===== config.mk =====
export PLATFORM = sky130hd
export DESIGN_NAME = parking_time_log
export DESIGN_NICKNAME = d
export VERILOG_FILES = /design/src/rtl/parking_time_log.sv
export SDC_FILE = /design/constraint.sdc
export NUM_CORES = 1
export LEC_CHECK = 0
export ABC_CLOCK_PERIOD_IN_PS = 3820
export BUFFER_PORTS_ARGS = -buffer_cell sky130_fd_sc_hd__buf_2
export CORE_ASPECT_RATIO = 1.25
export CORE_MARGIN = 2
export CORE_UTILIZATION = 45
export DETAILED_ROUTE_END_ITERATION = 10
export GPL_TIMING_DRIVEN = 0
export PLACE_DENSITY = 0.76
export SYNTH_ARGS = -nofsm -noshare
export SYNTH_HDL_FRONTEND = slang
export SYNTH_SLANG_ARGS = --single-unit
export TNS_END_PERCENT = 10

===== constraint.sdc =====
create_clock -name clk -period 3.82 [get_ports clk]
set_input_delay 0.382 -clock clk [delete_from_list [all_inputs] [get_ports clk]]
set_output_delay 0.382 -clock clk [all_outputs]
set_load 0.01 [all_outputs]

===== src/rtl/parking_time_log.sv =====
// Eight-slot parking log: allocates slots on entry, reports entry/exit time pairs on exit.
// Optional per-slot overstay flags are compiled in when OVERSTAY_EN is defined.
module parking_time_log (
  input  logic       clk,
  input  logic       reset,
  input  logic       tick,
  input  logic       car_in,
  input  logic       car_out,
  input  logic [2:0] out_slot_req,
  output logic [2:0] in_slot,
  output logic       in_ack,
  output logic [7:0] time_in,
  output logic [7:0] time_out,
  output logic [2:0] out_slot,
  output logic       out_valid,
  output logic [3:0] free_count,
  output logic       full,
  output logic       err,
  output logic [7:0] overstay
);

  logic [7:0] now;
  logic [7:0] occ;
  logic [7:0] entry [8];

  logic       exit_ok;
  logic       entry_ok;
  logic       reject;
  logic       free_any;
  logic [2:0] alloc_idx;
  logic [7:0] occ_mid;
  logic [7:0] occ_nxt;
  logic [3:0] free_nxt;

  // Exit is resolved first so a full lot can hand the freed slot to a same-cycle entry.
  always_comb begin
    exit_ok = car_out & occ[out_slot_req];
    occ_mid = occ;
    if (exit_ok) occ_mid[out_slot_req] = 1'b0;

    free_any  = |(~occ_mid);
    alloc_idx = 3'd0;
    for (int i = 7; i >= 0; i--) begin
      if (!occ_mid[i]) alloc_idx = 3'(i);
    end

    entry_ok = car_in & free_any;
    occ_nxt  = occ_mid;
    if (entry_ok) occ_nxt[alloc_idx] = 1'b1;

    reject = (car_in & ~free_any) | (car_out & ~occ[out_slot_req]);

    free_nxt = 4'd0;
    for (int i = 0; i < 8; i++) begin
      free_nxt = free_nxt + {3'd0, ~occ_nxt[i]};
    end
  end

  always_ff @(posedge clk or posedge reset) begin
    if (reset) begin
      now        <= 8'd0;
      occ        <= 8'd0;
      for (int i = 0; i < 8; i++) entry[i] <= 8'd0;
      in_slot    <= 3'd0;
      in_ack     <= 1'b0;
      time_in    <= 8'd0;
      time_out   <= 8'd0;
      out_slot   <= 3'd0;
      out_valid  <= 1'b0;
      free_count <= 4'd8;
      full       <= 1'b0;
      err        <= 1'b0;
    end else begin
      // Requests see the pre-increment time base when coinciding with tick.
      if (tick) now <= now + 8'd1;
      occ        <= occ_nxt;
      in_ack     <= entry_ok;
      out_valid  <= exit_ok;
      err        <= reject;
      free_count <= free_nxt;
      full       <= (free_nxt == 4'd0);
      if (entry_ok) begin
        entry[alloc_idx] <= now;
        in_slot          <= alloc_idx;
      end
      if (exit_ok) begin
        time_in  <= entry[out_slot_req];
        time_out <= now;
        out_slot <= out_slot_req;
      end
    end
  end

`ifdef OVERSTAY_EN
  // A flag clears whenever its slot is released or handed to a new car in the same cycle.
  always_ff @(posedge clk or posedge reset) begin
    if (reset) begin
      overstay <= 8'd0;
    end else begin
      for (int i = 0; i < 8; i++) begin
        if ((exit_ok && out_slot_req == 3'(i)) || (entry_ok && alloc_idx == 3'(i)))
          overstay[i] <= 1'b0;
        else if (occ[i] && ((now - entry[i]) == 8'd255))
          overstay[i] <= 1'b1;
      end
    end
  end
`else
  assign overstay = 8'd0;
`endif

endmodule


Yosys cells after proc, flatten, opt, wreduce, memory -nomap -nowiden:

Cells that the tools add are included.

* register bits after elaboration: 110
* bits of input ports: 8
* output and inout port bits: 38
* logic and storage cells: 82

* add/sub/neg operators: 8
* magnitude comparators: 7
* multiplexer cells: 22
* bitwise operators: 21
* reductions and logical operators: 5

Operators by type and width (number)
* $bwmux 64: 1
* $mux 8: 5
* $bmux 8 s3: 1
* $demux 8 s3: 1
* $mux 3: 8
* $add 4x1->4: 4
* $not 8->8: 2
* $not 1->1: 10
* $add 8x1->8 const B: 1
* $and 8x8->8: 1
* $ge 4x4->1 const B: 2
* $lt 3x4->1 const B: 2
* $not 3->4: 2
* $or 8x8->8: 1
* $reduce_or 8->1: 1
* $demux 1 s3: 2
* $ge 3x1->1 const B: 2
* $add 3x1->4: 1
* $and 1x1->1: 4
* $logic_not 4->1: 1
* $lt 4x1->1 const B: 1
* $add 2x1->3: 1
* $bmux 1 s3: 1
* $logic_and 1x1->1: 3
* other kinds (3): 5

Logic depth before layout (Yosys ltp):

* depth in word-level cells: 30
* mapped depth: 18
* gate-level depth less buffers: 16

Worst setup path after synthesis:

Ideal clock, no wire load.

* path type: input -> register
* start point: input out_slot_req[2]
* end point: register full
* library setup time: 0.101 ns
* arrival: 4.279 ns
* data required time: 3.719 ns
* path slack: -0.560 ns
* stages on the path: 18
* path buffers: 2
* path through: buf_2 nor3b_1 nor2_1 o21ai_2 nor2b_1 buf_4 nand2b_1 fa_1 inv_1 fa_1 inv_1 fa_1 inv_1 ha_1 inv_1 fa_1 inv_1 nor4_1

* elaborated cells on any way between the ends: 45
* those cells by class: add/sub: 7; order compare: 4; mux: 16; bitwise: 14; reduce/logical: 4

RTL lines
* start, declared: RTL line 9 `input logic [2:0] out_slot_req,`
* $lt 3x4->1 (not written as such) / $ge 3x1->1 (equally long branches): RTL line 39 `if (exit_ok) occ_mid[out_slot_req] = 1'b0;`
* $logic_and 1x1->1 (not written as such): RTL line 39
* $mux 1 (not written as such): RTL line 39
* $demux 1 s3: RTL line 39
* $not 8->8 (no line)
* $and 8x8->8 (no line)
* $mux 8 (*): RTL line 39
* $mux 3 (8 in a row): RTL line 44 `if (!occ_mid[i]) alloc_idx = 3'(i);`
* [... 4 more ...]
* $or 8x8->8 (no line)
* $mux 8 (*): RTL line 49 `if (entry_ok) occ_nxt[alloc_idx] = 1'b1;`
* named net occ_nxt[3]: RTL line 32 `logic [7:0] occ_nxt;`
* $not 1->1 (*): RTL line 55 `free_nxt = free_nxt + {3'd0, ~occ_nxt[i]};`
* $add 3x1->4 (*): RTL line 55
* $add 4x1->4 (*) (4 in a row): RTL line 55
* named net free_nxt[1]: RTL line 33 `logic [3:0] free_nxt;`
* $logic_not 4->1 (*): RTL line 81 `full <= (free_nxt == 4'd0);`
* end signal, assigned: RTL line 81
* end, declared: RTL line 17 `output logic full,`

The timed path passes the listed nets; every way through them passes the cells marked *. The select of a mux whose other input is x is not followed.
A chain may end at the register's enable or synchronous reset.

Worst setup path in the final report:

* start point: register occ[6]
* end point: register full

* elaborated cells on any way between the ends: 39
* those cells by class: add/sub: 7; order compare: 2; mux: 14; bitwise: 13; reduce/logical: 3

RTL lines
* start, declared: RTL line 23 `logic [7:0] occ;`
* start signal, assigned: RTL line 76 `occ <= occ_nxt;`
* $bmux 1 s3: RTL line 37 `exit_ok = car_out & occ[out_slot_req];`
* $mux 1 (not written as such): RTL line 37
* $and 1x1->1: RTL line 37
* $mux 8 (*): RTL line 39
* $not 8->8 (*): RTL line 41 `free_any = |(~occ_mid);`
* $reduce_or 8->1 (*): RTL line 41
* $and 1x1->1 (*): RTL line 47 `entry_ok = car_in & free_any;`
* named net entry_ok: RTL line 27 `logic entry_ok;`
* $mux 8 (*): RTL line 49
* named net occ_nxt[0]: RTL line 32
* $not 1->1 (*): RTL line 55
* $add 1x1->2 (*): RTL line 55
* $add 2x1->3 (*): RTL line 55
* $add 3x1->4 (*): RTL line 55
* $add 4x1->4 (*) (4 in a row): RTL line 55
* named net free_nxt[1]: RTL line 33
* $logic_not 4->1 (*): RTL line 81

Marks and branches as above.

==> reports/qor.txt <==
Result of the run = finished, violations left
Violated checks = setup timing
Via Count = 3301
Maximum number of buffers from clock root to sink = 2
Top cell type's share of synthesized area = 0.5341
Number of detailed-routing iterations run before antenna repair = 4
Clock slew at the register clock pins of the worst setup and hold paths = 0.07 ns
Global-route wire length before repair = 17410 um
Overall Global Routing Usage = 0.1878
Setup repair after global routing missed its margin = true
Final weighted congestion in routability-driven placement = 0.8447
Area of the multi-input gates = 0.002313 mm2
Maximum number of pins on one net before global-route repair = 69
Number of design rule violations left after detail routing = 0
Part of the cycle the worst path needs = 1.030
Synth Warn # = 0
Worst slack at placement = -0.6632 ns
Yosys top cell by area = sky130_fd_sc_hd__dfrtp_1
Via count of the first global-routing pass = 3334
Yosys reg bits = 110
Worst IR Drop VDD = 0.2622 mV
Dominant register cell in the synthesized netlist = sky130_fd_sc_hd__dfrtp_1
Power density over the cells = 720.9 mW/mm2
FF+latch area = 0.002759 mm2
Max-slew violation count = 0
Hpwl dp = 7040 um
Total die area = 0.01222 mm2
Core box area = 0.01108 mm2
Netlist area before placement = 0.005107 mm2
Largest cells by area after synthesis = sky130_fd_sc_hd__dfrtp_1 (53%), sky130_fd_sc_hd__mux2_2 (16%), sky130_fd_sc_hd__mux4_2 (7.9%)
Crit. End Element = flip-flop
Mapped Cells = 373
Number of nets still failing antenna checks after routing = 0
Fraction of the yosys area taken by sequential cells = 0.5392
Skew-Pair Late Insertion Delay = 0.34 ns
Number of distinct library cells after synthesis = 45
Final cell count without fillers = 590
Leading cell types in the layout, fill and taps excluded = sky130_fd_sc_hd__dfrtp_1 (105), sky130_fd_sc_hd__mux2_2 (73), sky130_fd_sc_hd__buf_2 (35), sky130_fd_sc_hd__buf_4 (35)
Clock skew after layout = 0.006482 ns
Peak fanout along the critical path = 4
Leakage Power = 2.866 nW
Most common cell after layout, fill and taps aside = sky130_fd_sc_hd__dfrtp_1
Growth of design area from synthesis to finish = 21.41%
Hold Fails Final Rpt = 0
Final routed wirelength across all metal layers = 11110 um
H-tree depth = 3
Number of flops mapped to enable cells by yosys = 0
Worst-case hold slack = 0.09115 ns
Worst slew margin relative to its limit = 0.5377
Max-cap violation count = 0
Crit Path Category = reg -> reg
Required time at the worst-slack endpoint = 4.07 ns
Worst min path class = in -> async
Via density per instance = 5.595
Ys async rst share = 1.000
Number of antenna cells inserted = 0
Height of the die = 123.1 um
Number of port buffers = 34
Layout cell share with drive strength beyond 1 = 0.4879
Die W = 99.29 um
Number of filler cells placed in the layout = 896
Final layout net count = 466
Maximum achievable frequency = 254.0 MHz
Grt ovf = 0
Standard-cell row count = 43
TritonCTS clock tree = done
Post-placement cell count = 550
Mean instance size in the synthesized netlist = 13.69 um2
Clock root buffer = sky130_fd_sc_hd__clkbuf_16
Initial antenna violation count = 0
Measured slew at the worst slew-check pin = 0.6935 ns
Count of routing violations after the opening detailed-route iteration = 206
Arrival time at the worst endpoint = 4.19 ns
Min cycle time layout = 3.936 ns
Setup violations, final = 1
Worst setup SP type = flip-flop
Post-route core utilization = 0.5595
Wire length per cell = 18.84 um
Effective utilization at floorplan = 0.4608
Post-route worst setup slack = -0.1164 ns
I/O pins = 46
Clock buffers created by TritonCTS = 9
Total number of clock tree sinks = 110
==> flip-flops by register name, indices dropped and copies added, names as in the netlist <==
name,flops
now,8
in_slot,3
full,1
time_out,8
free_count,4
occ,8
in_ack,1
time_in,8
err,1
out_valid,1
out_slot,3
entry,64
==> synthesized netlist by cell type, types with 2 or more instances <==
| cell type | n |
|---|---|
| sky130_fd_sc_hd__buf_2 | 9 |
| sky130_fd_sc_hd__nand4_1 | 4 |
| sky130_fd_sc_hd__xnor2_1 | 7 |
| sky130_fd_sc_hd__nor2_1 | 4 |
| sky130_fd_sc_hd__nand2b_1 | 2 |
| sky130_fd_sc_hd__a311oi_4 | 2 |
| sky130_fd_sc_hd__nor2b_1 | 5 |
| sky130_fd_sc_hd__nand3_1 | 6 |
| sky130_fd_sc_hd__clkbuf_1 | 11 |
| sky130_fd_sc_hd__ha_1 | 4 |
| sky130_fd_sc_hd__and3_1 | 4 |
| sky130_fd_sc_hd__buf_1 | 2 |
| sky130_fd_sc_hd__a21oi_1 | 9 |
| sky130_fd_sc_hd__inv_1 | 17 |
| sky130_fd_sc_hd__mux4_2 | 18 |
| sky130_fd_sc_hd__buf_4 | 9 |
| sky130_fd_sc_hd__o21ai_0 | 16 |
| sky130_fd_sc_hd__a21oi_2 | 2 |
| sky130_fd_sc_hd__mux2_2 | 73 |
| sky130_fd_sc_hd__nand2_1 | 20 |
| sky130_fd_sc_hd__a211oi_1 | 2 |
| sky130_fd_sc_hd__fa_1 | 4 |
| sky130_fd_sc_hd__mux2i_1 | 10 |
| sky130_fd_sc_hd__dfrtp_1 | 109 |
| sky130_fd_sc_hd__a21o_1 | 2 |
| sky130_fd_sc_hd__nand3b_1 | 3 |
==> kinds of logic (layout without fill, tap and decap cells) <==
logic type	after synthesis	after routing	share of synthesized area
and+or+nand+nor	53	53	0.05438
AOI/OAI and AO/OA	42	42	0.05953
muxes	102	102	0.2621
other	1	8	0.0007342
adders and majority gates	8	8	0.02548
DFF	110	110	0.5392
buffers and inverters	49	124	0.04483
xor gates and xnor gates	8	8	0.01372
==> worst max-delay path, cell delays in order, from the launching register on <==
cell	delay, ns
sky130_fd_sc_hd__dfrtp_1	0.43
sky130_fd_sc_hd__and3_4	0.26
sky130_fd_sc_hd__a41oi_4	0.15
sky130_fd_sc_hd__or2_4	0.28
sky130_fd_sc_hd__fa_1	0.54
sky130_fd_sc_hd__inv_2	0.05
sky130_fd_sc_hd__fa_1	0.49
sky130_fd_sc_hd__inv_2	0.04
sky130_fd_sc_hd__fa_1	0.46
sky130_fd_sc_hd__inv_1	0.07
sky130_fd_sc_hd__ha_2	0.18
sky130_fd_sc_hd__inv_2	0.04
sky130_fd_sc_hd__fa_2	0.56
sky130_fd_sc_hd__inv_2	0.04
sky130_fd_sc_hd__nor4_2	0.24
==> layer usage <==
layer / share of wire / GRT usage
met2: 0.50 / 0.3163
met4: 0.028 / 0.08390
met5: 0 / 0
met3: 0.046 / 0.02826
met1: 0.43 / 0.2419
==> worst paths after layout <==
path,startpoint,to,cells past startpoint,slack (ns)
setup / recovery,occ[6],full,14,-0.12
hold / removal,reset,in_slot[1],2,0.09
setup reg to reg,occ[6],full,14,-0.12
hold reg to reg,time_in[3],time_in[3],2,0.48
max in group asynchronous,reset,entry[61],3,3.01
min in group clk,car_out,err,3,0.28
==> stage by stage <==
stage | setup TNS (ns) | area, um2 | total power, mW
5_1_grt | -0.1704 | 6201 | 4.735
3_5_place_dp | -1.658 | 5565 | 3.364
4_1_cts | -0.03259 | 6043 | 4.419
3_3_place_gp | -53.80 | 5535 | 3.263
2_1_floorplan | -0.2409 | 5196 | 2.916
6_report | -0.1164 | 6201 | 4.471
==> power breakdown <==
group,switching [mW],internal [mW],total [mW]
Sequential,0.221,1.60,1.82
Clock,0.414,0.531,0.945
Combinational,0.843,0.861,1.70
==> layout make-up <==
cell class,count,area share
flip-flops and latches,110,0.4449
clock buffers,12,0.03975
inverters,18,0.01170
repair buffers,61,0.06497
plain buffers,29,0.02986
clock inverters,4,0.008475
well taps,135,0.02724
multi-input cells,221,0.3731
==> timing repair <==
action                     CTS  global route
pin swaps                   12            16
setup buffers               11            15
hold buffers                 0             0
resized for setup           24            27
setup endpoints to repair    3             3
No activity file was read; power rests on OpenSTA's default activity.
